==> config.mk <==
export PLATFORM = sky130hd
export DESIGN_NAME = add_sub_accumulator
export DESIGN_NICKNAME = d
export VERILOG_FILES = /design/src/rtl/add_sub_accumulator.sv
export SDC_FILE = /design/constraint.sdc
export NUM_CORES = 1
export LEC_CHECK = 0
export CAP_MARGIN = 20
export CORE_MARGIN = 4
export CORE_UTILIZATION = 52
export DETAILED_ROUTE_END_ITERATION = 16
export GPL_ROUTABILITY_DRIVEN = 0
export MAX_ROUTING_LAYER = met4
export PLACE_DENSITY = 0.81
export SYNTH_ARGS = -nofsm -noshare
export SYNTH_HDL_FRONTEND = slang
export SYNTH_SLANG_ARGS = --single-unit
==> constraint.sdc <==
create_clock -name clk -period 3.1 [get_ports clk]
set_input_delay 0.465 -clock clk [delete_from_list [all_inputs] [get_ports clk]]
set_output_delay 0.465 -clock clk [all_outputs]
set_load 0.02 [all_outputs]
==> src/rtl/add_sub_accumulator.sv <==
// Accumulator with a LOAD/ADD/SUB/CLR command interface and a one-deep response.
// Each command passes through IDLE -> EXEC -> RESP. The result and its flags are held
// in RESP until the consumer takes them.
module add_sub_accumulator #(
    parameter int unsigned WIDTH = 4
) (
    input  logic             clk,
    input  logic             rst_n,
    input  logic             in_valid,
    output logic             in_ready,
    input  logic [1:0]       op,
    input  logic [WIDTH-1:0] operand,
    output logic             out_valid,
    input  logic             out_ready,
    output logic [WIDTH-1:0] acc,
    output logic             carry,
    output logic             zero,
    output logic             overflow
);

    localparam logic [1:0] OpLoad = 2'b00;
    localparam logic [1:0] OpAdd  = 2'b01;
    localparam logic [1:0] OpSub  = 2'b10;
    localparam logic [1:0] OpClr  = 2'b11;

    typedef enum logic [1:0] {
        StIdle = 2'b00,
        StExec = 2'b01,
        StResp = 2'b10
    } state_e;

    state_e state_q, state_d;

    logic [1:0]       op_q, op_d;
    logic [WIDTH-1:0] operand_q, operand_d;
    logic [WIDTH-1:0] acc_q, acc_d;
    logic             carry_q, carry_d;
    logic             zero_q, zero_d;
    logic             ovf_q, ovf_d;

    // Shared adder/subtractor datapath signals
    logic             sub_mode;
    logic [WIDTH-1:0] b_eff;
    logic [WIDTH:0]   sum_full;
    logic             a_msb, b_msb, r_msb;
    logic             add_ovf, sub_ovf;
    logic             accept;

    // Handshake outputs; in_ready is gated by rst_n so nothing is offered during reset
    always_comb begin
        in_ready  = (state_q == StIdle) && rst_n;
        out_valid = (state_q == StResp);
        accept    = in_valid && in_ready;
    end

    // Adder/subtractor: SUB inverts B and injects a carry-in of 1
    always_comb begin
        sub_mode = op_q[1] & ~op_q[0];
        b_eff    = operand_q ^ {WIDTH{sub_mode}};
        sum_full = {1'b0, acc_q} + {1'b0, b_eff} + {{WIDTH{1'b0}}, sub_mode};
        a_msb    = acc_q[WIDTH-1];
        b_msb    = operand_q[WIDTH-1];
        r_msb    = sum_full[WIDTH-1];
        add_ovf  = (a_msb == b_msb) && (r_msb != a_msb);
        sub_ovf  = (a_msb != b_msb) && (r_msb != a_msb);
    end

    // Next-state and command-capture logic
    always_comb begin
        state_d   = state_q;
        op_d      = op_q;
        operand_d = operand_q;
        unique case (state_q)
            StIdle: begin
                if (accept) begin
                    op_d      = op;
                    operand_d = operand;
                    state_d   = StExec;
                end
            end
            StExec: begin
                state_d = StResp;
            end
            StResp: begin
                if (out_ready) begin
                    state_d = StIdle;
                end
            end
            default: begin
                state_d = StIdle;
            end
        endcase
    end

    // Result update; only the EXEC closing edge modifies acc and the flags
    always_comb begin
        acc_d   = acc_q;
        carry_d = carry_q;
        ovf_d   = ovf_q;
        zero_d  = zero_q;
        if (state_q == StExec) begin
            unique case (op_q)
                OpLoad: begin
                    acc_d   = operand_q;
                    carry_d = 1'b0;
                    ovf_d   = 1'b0;
                end
                OpAdd: begin
                    acc_d   = sum_full[WIDTH-1:0];
                    carry_d = sum_full[WIDTH];
                    ovf_d   = add_ovf;
                end
                OpSub: begin
                    acc_d   = sum_full[WIDTH-1:0];
                    carry_d = sum_full[WIDTH];
                    ovf_d   = sub_ovf;
                end
                OpClr: begin
                    acc_d   = '0;
                    carry_d = 1'b0;
                    ovf_d   = 1'b0;
                end
                default: begin
                    acc_d = acc_q;
                end
            endcase
            zero_d = (acc_d == '0);
        end
    end

    // State and datapath registers with synchronous active-low reset
    always_ff @(posedge clk) begin
        if (!rst_n) begin
            state_q   <= StIdle;
            op_q      <= OpLoad;
            operand_q <= '0;
            acc_q     <= '0;
            carry_q   <= 1'b0;
            zero_q    <= 1'b1;
            ovf_q     <= 1'b0;
        end else begin
            state_q   <= state_d;
            op_q      <= op_d;
            operand_q <= operand_d;
            acc_q     <= acc_d;
            carry_q   <= carry_d;
            zero_q    <= zero_d;
            ovf_q     <= ovf_d;
        end
    end

    assign acc      = acc_q;
    assign carry    = carry_q;
    assign zero     = zero_q;
    assign overflow = ovf_q;

endmodule

==> results.toml <==
[run_status]
status = "finished clean"

[power_and_ir_drop]
power_density_nw_per_um2 = 382
p_sw_share_pct = 29.1
power_frac_seq_pct = 49.6
p_clk_share_pct = 26.4
p_int_uw = 302
combPwrFrac_pct = 24.0
p_leak_uw = 0.000435
power_switching_uw = 124
vdd_drop_max_uv = 249

[clock_network]
cts_sinks = 15
hold_buffers = 0
cts_resized = 0
root_buffer = "clkbuf_4"
clk_pin_slew_ps = 80
htreeDepth = 1
clock_path_buffers = 2
cts_setup_buffers = 0
cts_inserted_buffers = 3
clock_latency_ps = 290
tritoncts = "yes"

[grt]
grt_pass1_vias = 671
gr-total-overflow = 0
grt_max_degree = 14
grt_pass1_wl_um = 2980
track_usage_pct = 16.2
antenna_found_initial = 0

[critical_path]
cp_common_cell = "clkdlybuf4s50_1"
end_kind = "primary output"
worstReg2RegEnd = "overflow"
crit_required_ps = 2630
critPathMaxFanout = 5
worst_ep_arrival_time_ps = 1840
r2r_start = "op_q[0]"
startpoint_type = "input port"
cpPeakStageDelay_ps = 630
crit_chain = "clkdlybuf4s50_1, inv_1, nor3_1, clkdlybuf4s50_1"
crit_type = "in -> out"
r2r_cells = 8
rrSetupSlack_ps = 990
slowest_stage = "clkdlybuf4s50_1"

[floorplanning]
core_area_sq_um = 1560
dieArea_sq_um = 2430
die_w_um = 49.3
io_pins = 19
rows = 14
fp.dieH_um = 49.3
start_util_pct = 56.8

[flow_run]
maxCapViolCount = 0

[logic_synthesis]
synth_top_cell_by_area = "dfxtp_1"
syn_inst = 102
ys_ff_latch = 15
syn_area_per_cell_sq_um = 8.68
seq_area_frac_synth_pct = 33.9
syn_nets = 120
ys_types = 33
async_flop_share_pct = 0
syn_area_sq_um = 886
synth.area.top_cells = "dfxtp_1, ha_1, mux2i_1"
ys_warn_count = 0
synth_top_cell_area_share_pct = 33.9
synth-edff-count = 0
synth_flop_cell = "dfxtp_1"

[sta]
setup_tns_ps = 0
finalSetupViolCount = 0
rsz0062_at_grt = "no"
fmax_mhz = 435
finalClockSkew_ps = 1.01
slew_viol_final = 0
fin_crit_ps = 2300
max-slew-margin-rel_pct = 65.1
period_share_pct = 74.2
hold_viol = 0
worst_pin_slew_ps = 523

[cells_and_area]
syn2layout_area_growth_pct = 25.8
mostFrequentLayoutCell = "clkdlybuf4s50_1"
n_antenna_cell = 0
final_cell_mix = "clkdlybuf4s50_1, dfxtp_1, nor2_1, inv_1, ha_1"
nets = 142
drive_above_1_share_pct = 4.07
finalInstanceArea_sq_um = 1110
nFillCells = 134

[hold_path]
hold_end = "carry"
hold_path_class = "reg -> reg"
hold_depth = 2
worstHoldStart = "carry"

[placed_design]
placed_cell_area_sq_um = 1090
dp.final_hpwl_um = 1440
port_buffers = 18

[route]
drtPass1Iterations = 4
drt_iter0_markers = 12
ant_nets = 0
via_count = 784
routedWlPerCell_um = 13.1
wl_um = 1820
drc = 0
vias_per_cell = 5.64
## worst max path at each step
stage / from / endpoint / slack, ps
finish: rst_n / in_ready / 800
global route: rst_n / in_ready / 690
CTS: rst_n / in_ready / 780
detailed placement: rst_n / in_ready / 790
global placement: rst_n / in_ready / 810
floorplan: op_q[0] / overflow / 1120
## per-layer routing
layer | part of all wire, % | vias to the layer above | wire (um) | track usage, %
li1 | - | 407 | - | -
met1 | 45 | 353 | 824 | 18.7
met2 | 48 | 20 | 878 | 25.9
met3 | 5.4 | 4 | 98 | 6.73
met4 | 0.94 | 0 | 17 | 4.27
met5 | 0 | - | 0 | -
## state kept, by name (all words and copies together) (netlist names)
| register | count |
|---|---|
| acc | 4 |
| carry | 1 |
| op_q | 2 |
| operand_q | 4 |
| overflow | 1 |
| state_q | 2 |
| zero | 1 |
## cells in the mapped netlist, types with 2 or more instances
| library cell | count |
|---|---|
| nand2b_1 | 5 |
| nand2_1 | 5 |
| a211oi_1 | 3 |
| nor2b_1 | 5 |
| ha_1 | 7 |
| clkbuf_1 | 2 |
| mux2i_1 | 5 |
| xor2_1 | 4 |
| dfxtp_1 | 15 |
| nor2_1 | 12 |
| inv_1 | 7 |
| a21oi_1 | 6 |
| nor3_1 | 2 |
| o211ai_1 | 2 |
| o21ai_0 | 4 |
## stage by stage
stage	worst slack, ps	utilization (%)	cells	total power (uW)	hold WS [ps]
6_report	800	71.5	139	426	473
5_1_grt	691	71.5	139	452	486
4_1_cts	784	71.5	139	432	472
3_5_place_dp	789	69.8	135	318	460
3_3_place_gp	810	69.8	135	315	445
2_1_floorplan	1120	-	102	280	504
## area by class of cell
class                   count  area (sq um)  area share (%)
multi-input cells          77           547            49.0
flip-flops and latches     15           300            26.9
repair buffers             20           195            17.5
clock buffers               4          26.3            2.36
inverters                   7          26.3            2.36
well taps                  16          20.0            1.80
## power by group through the flow
stage	clock network (uW)	registers, uW	logic (uW)
after global routing	127	212	113
after global placement	0	215	100
final	112	211	102
after detailed placement	0	215	103
after floorplan	0	219	60.9
after CTS	118	211	103
## kinds of logic (layout without fill, tap and decap cells)
logic type / after synthesis / count (layout) / synth area share, %
AO/OA/AOI/OAI: 25 / 25 / 19.8
adder cells (fa/ha/maj): 8 / 8 / 12.1
AND/OR/NAND/NOR: 34 / 34 / 19.2
flip-flops: 15 / 15 / 33.9
XOR/XNOR: 5 / 5 / 4.94
multiplexers: 5 / 5 / 5.65
buffers and inverters: 10 / 31 / 4.38
## critical path: cells and delay by family
family	cells	cell delay (ps)
buffers and inverters	3	1240
and+or+nand+nor	1	130
(Power assumes the default switching activity.)
